## src/rtl/dmem_arbiter_pkg.sv

```systemverilog
// rtl/dmem_arbiter_pkg.sv - shared state/owner encodings and range check for the data memory arbiter
package dmem_arbiter_pkg;

  typedef enum logic [1:0] {S_IDLE, S_XFER, S_TAIL, S_DONE} state_t;
  typedef enum logic {OWN_M, OWN_F} owner_t;

  localparam int ADDR_LIMIT_DEF = 1024;
  localparam int M_BEATS_DEF    = 8;
  localparam int F_BEATS_DEF    = 10;

  // Subtracting on the limit side keeps the compare free of overflow and wrap-around.
  function automatic logic addr_err(input logic [63:0] addr, input int unsigned limit,
                                    input int unsigned n);
    return addr > 64'(limit - n);
  endfunction

endpackage

```

## src/rtl/dmem_beat_ctr.sv

```systemverilog
// rtl/dmem_beat_ctr.sv - per-transfer beat counter, byte address generator and last-beat flag
module dmem_beat_ctr (
  input  logic       clk,
  input  logic       rstn,
  input  logic       load,
  input  logic [3:0] beats,
  input  logic [9:0] base,
  input  logic       step,
  output logic [3:0] cnt,
  output logic [9:0] addr,
  output logic       last
);

  logic [3:0] cnt_q;
  logic [3:0] left_q;
  logic [9:0] base_q;

  always_ff @(posedge clk) begin
    if (!rstn) begin
      cnt_q  <= '0;
      left_q <= '0;
      base_q <= '0;
    end else if (load) begin
      cnt_q  <= '0;
      left_q <= beats;
      base_q <= base;
    end else if (step) begin
      cnt_q  <= cnt_q + 4'd1;
      left_q <= left_q - 4'd1;
    end
  end

  assign cnt  = cnt_q;
  assign addr = base_q + {6'b0, cnt_q};
  assign last = (left_q == 4'd1);

endmodule

```

## src/rtl/dmem_arbiter.sv

```systemverilog
// rtl/dmem_arbiter.sv - fetch/memory-stage arbiter serialising 8/10-byte accesses onto a byte RAM
module dmem_arbiter
  import dmem_arbiter_pkg::*;
#(
  parameter int ADDR_LIMIT = ADDR_LIMIT_DEF,
  parameter int M_BEATS    = M_BEATS_DEF,
  parameter int F_BEATS    = F_BEATS_DEF
) (
  input  logic        clk_i,
  input  logic        rstn_i,
  input  logic        m_req_i,
  input  logic        m_we_i,
  input  logic [63:0] m_addr_i,
  input  logic [63:0] m_wdata_i,
  output logic        m_done_o,
  output logic        m_err_o,
  output logic [63:0] m_rdata_o,
  input  logic        f_req_i,
  input  logic [63:0] f_addr_i,
  output logic        f_done_o,
  output logic        f_err_o,
  output logic [79:0] f_rdata_o,
  output logic        ram_en_o,
  output logic        ram_we_o,
  output logic [9:0]  ram_addr_o,
  output logic [7:0]  ram_wdata_o,
  input  logic [7:0]  ram_rdata_i
);

  state_t      state;
  owner_t      owner;
  logic        we_q;
  logic        err_q;
  logic [63:0] wdata_q;
  logic        cap_vld;
  logic [3:0]  cap_idx;
  logic [63:0] m_rdata_q;
  logic [79:0] f_rdata_q;

  logic        grant_m;
  logic        grant_f;
  logic        grant;
  logic        grant_err;
  logic [3:0]  grant_beats;
  logic [9:0]  grant_base;
  logic [3:0]  cnt;
  logic [9:0]  beat_addr;
  logic        last;
  logic        xfer;
  logic [63:0] wsh;

  always_comb begin
    grant_m     = (state == S_IDLE) && m_req_i;
    grant_f     = (state == S_IDLE) && !m_req_i && f_req_i;
    grant       = grant_m || grant_f;
    grant_beats = grant_m ? 4'(M_BEATS) : 4'(F_BEATS);
    grant_base  = grant_m ? m_addr_i[9:0] : f_addr_i[9:0];
    grant_err   = grant_m ? addr_err(m_addr_i, ADDR_LIMIT, M_BEATS)
                          : addr_err(f_addr_i, ADDR_LIMIT, F_BEATS);
  end

  dmem_beat_ctr u_beat_ctr (
    .clk   (clk_i),
    .rstn  (rstn_i),
    .load  (grant),
    .beats (grant_beats),
    .base  (grant_base),
    .step  (xfer),
    .cnt   (cnt),
    .addr  (beat_addr),
    .last  (last)
  );

  always_ff @(posedge clk_i) begin
    if (!rstn_i) begin
      state     <= S_IDLE;
      owner     <= OWN_M;
      we_q      <= 1'b0;
      err_q     <= 1'b0;
      wdata_q   <= '0;
      cap_vld   <= 1'b0;
      cap_idx   <= '0;
      m_rdata_q <= '0;
      f_rdata_q <= '0;
    end else begin
      // Read data lands one cycle after its beat, so the capture trails the counter.
      cap_vld <= xfer && !we_q;
      cap_idx <= cnt;
      if (cap_vld) begin
        if (owner == OWN_M) begin
          for (int k = 0; k < 8; k++)
            if (cap_idx == 4'(k)) m_rdata_q[8*k +: 8] <= ram_rdata_i;
        end else begin
          for (int k = 0; k < 10; k++)
            if (cap_idx == 4'(k)) f_rdata_q[8*k +: 8] <= ram_rdata_i;
        end
      end
      case (state)
        S_IDLE: if (grant) begin
          owner   <= grant_m ? OWN_M : OWN_F;
          we_q    <= grant_m && m_we_i;
          wdata_q <= grant_m ? m_wdata_i : '0;
          err_q   <= grant_err;
          if (grant_m) m_rdata_q <= '0;
          else         f_rdata_q <= '0;
          // Range errors skip the beats but still pass through TAIL, giving done at t0+2.
          state   <= grant_err ? S_TAIL : S_XFER;
        end
        S_XFER: if (last) state <= S_TAIL;
        S_TAIL: state <= S_DONE;
        default: state <= S_IDLE;
      endcase
    end
  end

  assign xfer        = (state == S_XFER);
  assign wsh         = wdata_q >> {cnt[2:0], 3'b000};
  assign ram_en_o    = xfer;
  assign ram_we_o    = xfer && we_q;
  assign ram_addr_o  = xfer ? beat_addr : 10'd0;
  assign ram_wdata_o = (xfer && we_q) ? wsh[7:0] : 8'd0;

  assign m_done_o  = (state == S_DONE) && (owner == OWN_M);
  assign m_err_o   = m_done_o && err_q;
  assign f_done_o  = (state == S_DONE) && (owner == OWN_F);
  assign f_err_o   = f_done_o && err_q;
  assign m_rdata_o = m_rdata_q;
  assign f_rdata_o = f_rdata_q;

endmodule

```

## config.mk

```make
export PLATFORM = sky130hd
export DESIGN_NAME = dmem_arbiter
export DESIGN_NICKNAME = d
export VERILOG_FILES = /design/src/rtl/dmem_arbiter_pkg.sv /design/src/rtl/dmem_beat_ctr.sv /design/src/rtl/dmem_arbiter.sv
export SDC_FILE = /design/constraint.sdc
export NUM_CORES = 1
export LEC_CHECK = 0
export BUFFER_PORTS_ARGS = -buffer_cell sky130_fd_sc_hd__buf_4
export CAP_MARGIN = 10
export CORE_ASPECT_RATIO = 0.9
export CORE_MARGIN = 2
export CORE_UTILIZATION = 35
export DETAILED_ROUTE_END_ITERATION = 6
export GPL_ROUTABILITY_DRIVEN = 0
export GPL_TIMING_DRIVEN = 1
export SLEW_MARGIN = 25
export SYNTH_ARGS = -nofsm -noshare
export SYNTH_HDL_FRONTEND = slang
export SYNTH_SLANG_ARGS = --single-unit
```

## constraint.sdc

```tcl
create_clock -name clk_i -period 4.9 [get_ports clk_i]
set_clock_uncertainty 0.15 [all_clocks]
set_input_delay 0 -clock clk_i [delete_from_list [all_inputs] [get_ports clk_i]]
set_output_delay 0 -clock clk_i [all_outputs]
set_load 0.02 [all_outputs]
```

Word-level counts from Yosys, hierarchy flattened:

Index checks and enable logic that the tools add are counted.

* logic and storage cells: 95
* input bits: 205
* register bits after elaboration: 236
* output and inout port bits: 168

* equality and inequality tests: 15
* shift operators: 1
* mux-type cells: 41
* bitwise operators: 2
* reduce and logical (&&, ||, !) cells: 19
* order comparisons: 2
* add/sub/neg operators: 3

Operators with widths (count)
* 2-to-1 mux 80 bit: 5
* 2-to-1 mux 64 bit: 6
* 2-to-1 mux 8 bit: 19
* > comparator 64 x 10 -> 1 bit (second input constant): 2
* >> shifter 64 x 6 -> 8 bit: 1
* 2-to-1 mux 10 bit: 2
* == test 4 x 3 -> 1 bit (second input constant): 4
* adder 10 x 4 -> 10 bit: 1
* logical AND 1 bit: 10
* == test 4 x 1 -> 1 bit (second input constant): 2
* == test 4 x 2 -> 1 bit (second input constant): 2
* == test 4 bit (second input constant): 2
* 2-to-1 mux 2 bit: 4
* 2-to-1 mux 4 bit: 2
* one-hot mux 2 bit (3 select lines): 1
* adder 4 x 1 -> 4 bit (second input constant): 1
* == test 2 bit (second input constant): 2
* logical NOT 4 bit: 1
* != test 2 bit (second input constant): 2
* AND reduction 2 bit: 2
* subtractor 4 x 1 -> 4 bit (second input constant): 1
* == test 2 x 1 -> 1 bit (second input constant): 1
* logical NOT 1 bit: 2
* logical NOT 2 bit: 1
* other kinds (5): 7

Longest topological paths before layout:

* word-level depth: 7
* mapped depth: 10

Hierarchy:

From an unflattened synthesis, not the netlist that was laid out.

* cell total of the unflattened synthesis: 1052
* area total of the unflattened synthesis: 9848.2 um2

By module, submodules not included
* dmem_arbiter: cells an instance 939, area an instance 8773.4 um2, instances 1, sequential area each 4364.2 um2
* dmem_beat_ctr: cells an instance 113, area an instance 1074.8 um2, instances 1, sequential area each 360.3 um2

Worst setup path before layout:

Ideal clock, no wire load.

* path kind: register to register
* start: register state[0]
* end: register wdata_q[37]
* cell stages (with the launch flop): 10
* buffers on the path: 3
* path slack: 2.850 ns
* library setup time: 0.059 ns
* required time: 4.691 ns
* arrival: 1.841 ns
* clock period less this slack: 2.050 ns
* cells stage by stage: dfxtp_1 inv_1 ha_1 buf_2 nand2_1 nand2_1 a21oi_1 buf_2 buf_2 a22o_1

* word-level cells in the longest chain between the ends: 5
* elaborated cells on any way between the ends: 7
* classes of those cells: mux: 1; reduce/logical: 6

RTL lines
* start, declared: line dmem_arbiter.sv:30 `state_t state;`
* start signal, assigned: line dmem_arbiter.sv:107 `state <= grant_err ? S_TAIL : S_XFER;`
* logical NOT 2 bit *: line dmem_arbiter.sv:53, dmem_arbiter.sv:54, dmem_arbiter.sv:98
* logical AND 1 bit (2 in series): line dmem_arbiter.sv:54 `grant_f = (state == S_IDLE) && !m_req_i && f_req_i;`
* logical OR 1 bit: line dmem_arbiter.sv:55 `grant = grant_m || grant_f;`
* AND reduction 2 bit (no source line)
* end signal, assigned: line dmem_arbiter.sv:102 `wdata_q <= grant_m ? m_wdata_i : '0;`
* end, declared: line dmem_arbiter.sv:34 `logic [63:0] wdata_q;`

Every way passes the cells marked *; elsewhere a longest branch is shown, timed or not.
A chain may end at the register's enable or synchronous reset.

Final worst setup path:

* start: register state[1]
* end: register err_q

* word-level cells in the longest chain between the ends: 5
* elaborated cells on any way between the ends: 7
* classes of those cells: mux: 1; reduce/logical: 6

RTL lines
* logical NOT 2 bit *: line dmem_arbiter.sv:53, dmem_arbiter.sv:54, dmem_arbiter.sv:98
* logical AND 1 bit (2 in series): line dmem_arbiter.sv:54
* logical OR 1 bit: line dmem_arbiter.sv:55
* AND reduction 2 bit (no source line)
* end signal, assigned: line dmem_arbiter.sv:103 `err_q <= grant_err;`
* end, declared: line dmem_arbiter.sv:33 `logic err_q;`

Marks and branches as above.

==> impl_metrics.yaml <==
synthesis:
  synth_nets: 1181
  synth_ff_type: "dfxtp_1"
  synth.avg_cell_area_um2: 9.82
  yosysSeqAreaShare_pct: 49.9
  ys_ff_latch: 236
  synth-edff-count: 0
  netlist_area_um2: 9460
  ys_warn_count: 0
  ys_types: 49
  syn_inst: 964
  ys_async_sr_fraction_pct: 0
grt:
  grtUsageTotal_pct: 22.0
  grt_pass1_wl_um: 49800
  overflow: 0
  use_met1_pct: 29.5
  antenna_found_initial: 0
  grt_pass1_vias: 8864
  grt-busiest-layer: "met2"
  grt_max_degree: 67
  grt_use_met3_pct: 5.14
  use_met2_pct: 36.2
clock_tree:
  clk_latency_ns: 0.52
  post_cts_buffers: 0
  cts_tree: "built"
  hold_buffers: 142
  cts_resized: 0
  ctsRootBufferMaster: "clkbuf_16"
  cts.path.max_buffers: 3
  clkSinkCount: 236
  htreeDepth: 1
  numCtsBuffers: 26
  path_clk_slew_ns: 0.06
sta:
  max_freq_ghz: 0.230
  period_share_pct: 88.9
  max-slew-margin-rel_pct: 43.8
  worst_pin_slew_ns: 0.842
  drv_slew: 0
  hold_violations: 0
  setup_viol: 0
  rsz0062_at_grt: "false"
  min_period_ns: 4.35
  final.setup.tns_ns: 0
critical_path:
  worst_path_most_repeated_cell: "dlygate4sd3_1"
  worstSetupEndpointType: "flop"
  worstPathMaxFanout: 18
  cp.arrival_ns: 4.61
  critPathSlowestCell: "ha_1"
  slowest_delay_ns: 0.60
  cp_data_required_time_ns: 5.15
  crit_buf_inv: 4
  path_class: "flop to flop"
  cp_top_family: "buffers and inverters"
  worstPathCellList: "inv_1 -> ha_1 -> nand2_1 -> or4_1 -> dlygate4sd3_1 -> nor2_2 -> dlygate4sd3_1 -> a22oi_2 -> a32o_2 -> dlygate4sd3_1"
  cp-start-kind: "flop"
job:
  max_cap_viol_count: 0
floorplanning:
  core-area_um2: 26800
  fp.dieW_um: 177
  start_util_pct: 35.3
  fp.dieArea_um2: 28400
  pin_count: 373
  fp.dieH_um: 160
  core.rowCount: 57
cells_and_area:
  ff_latch_area_um2: 4720
  multi_input_comb_area_um2: 4440
  final_cell_mix: "buf_4 (386), dfxtp_1 (236), dlygate4sd3_1 (142)"
  fill_cells: 2352
  area_delta_synth_final_pct: 57.7
  fin_area_um2: 14900
  drive_gt1_share_pct: 31.5
  insertedDiodeCount: 0
  final_cells: 1821
  nets: 1665
  layout_commonest_cell: "buf_4"
  fin_util_pct: 55.7
routing:
  drc_errors: 0
  vias: 9071
  drtAntennaViolNets: 0
  dr.pass1.iters: 5
  drt-wirelength-per-cell_um: 17.9
  detail_route.vias_per_cell: 4.98
  drt-initial-drc-count: 592
  finalWirelength_um: 32600
placement:
  port_buffers: 372
  placed_cell_area_um2: 12500
  hpwl_um: 22200
  dpl.cell_count: 1631
pwr:
  irDropWorstVdd_uv: 277
  power_density_nw_per_um2: 356
  p_total_w: 0.00531
  p_leak_nw: 6.40
run_status:
  outcome: "finished, final reports clean"
min_path:
  hold_path_class: "input port to flop"
## cells in the mapped netlist (2+ instances only)
library cell | n | share of area (%)
o21ai_1 | 5 | 0.26
a21o_1 | 4 | 0.32
nor2_2 | 4 | 0.26
ha_1 | 11 | 1.5
and3_1 | 3 | 0.20
dfxtp_1 | 236 | 50
nand3_1 | 53 | 2.8
or3_1 | 3 | 0.20
a22oi_1 | 3 | 0.24
o21ai_0 | 10 | 0.53
nand2_1 | 77 | 3.1
nor3b_1 | 2 | 0.16
mux2i_1 | 105 | 11
buf_2 | 17 | 0.90
nor4_4 | 2 | 0.45
o31ai_1 | 2 | 0.16
a22o_1 | 65 | 6.0
a22oi_2 | 2 | 0.26
nor2_1 | 123 | 4.9
mux4_2 | 16 | 3.8
o22ai_1 | 7 | 0.46
buf_1 | 3 | 0.12
or4_1 | 4 | 0.32
nand4_1 | 9 | 0.59
xnor2_1 | 5 | 0.46
and2_1 | 7 | 0.46
nor3_2 | 2 | 0.21
nand2b_1 | 2 | 0.13
xor2_1 | 5 | 0.46
nor4_1 | 27 | 1.8
a21oi_1 | 65 | 3.4
nor3_1 | 5 | 0.26
inv_1 | 8 | 0.32
clkbuf_1 | 52 | 2.1
nor2b_1 | 5 | 0.33
nand4b_1 | 2 | 0.19
## worst paths after layout
kind,start,end,slack [ns],cells past startpoint
max,state[1]$_SDFFE_PN0P_,err_q$_SDFFE_PN0P_,0.55,10
min,m_wdata_i[26],wdata_q[26]$_SDFFE_PN0P_,0.09,3
max reg2reg,state[1]$_SDFFE_PN0P_,err_q$_SDFFE_PN0P_,0.55,10
min reg2reg,m_rdata_o[13]$_SDFF_PN0_,m_rdata_o[13]$_SDFF_PN0_,0.30,2
## tightest hold or removal path, cell delays in order
cell	delay (ns)
dlygate4sd3_1	0.52
buf_4	0.10
a22o_1	0.11
## sequential cells by signal, summed over array words and instances, names as in the netlist
signal             count
wdata_q               64
owner                  1
state                  2
f_rdata_o             80
u_beat_ctr.cnt         4
err_q                  1
cap_idx                4
m_rdata_o             64
u_beat_ctr.left_q      4
we_q                   1
cap_vld                1
u_beat_ctr.base_q     10
## where the power goes
group          switching, W  internal [W]  total, W
sequential         0.000112       0.00207   0.00218
combinational      0.000517      0.000516   0.00103
clock              0.000779       0.00132   0.00210
total               0.00141       0.00390   0.00531
## stage by stage
| step | hold WS [ns] | worst slack, ns |
|---|---|---|
| after detailed placement | 0.0684 | 1.87 |
| after CTS | 0.0677 | 0.551 |
| after global routing | 0.0890 | 0.315 |
| after floorplan | -0.0171 | 2.85 |
| after global placement | 0.0657 | 1.92 |
| final | 0.0881 | 0.546 |
## cells by family (layout without fill, tap and decap cells)
group,count (synthesis),count (layout),share of synthesized area [%]
buf+inv,82,585,3.52
xor+xnor,10,10,0.926
simple gates,333,333,16.7
flops,236,236,49.9
compound gates,169,169,12.2
fa+ha+maj,12,12,1.67
mux,122,122,15.0
## layout make-up
class                      instances  share of cell area (%)
sequential                       236                    31.7
multi-input combinational        646                    29.7
timing repair buffer             529                    29.1
clock buffer                      39                    5.30
tap                              354                    2.97
clock inverter                     8                   0.981
inverter                           9                   0.226
## metal layers
layer	share of wire, %	wire length, µm	up-vias
met4	1.9	610	0
met5	0	0	-
li1	-	-	4421
met2	47	15400	336
met3	7.3	2390	42
met1	44	14200	4272
No activity file was read; power rests on OpenSTA's default activity.
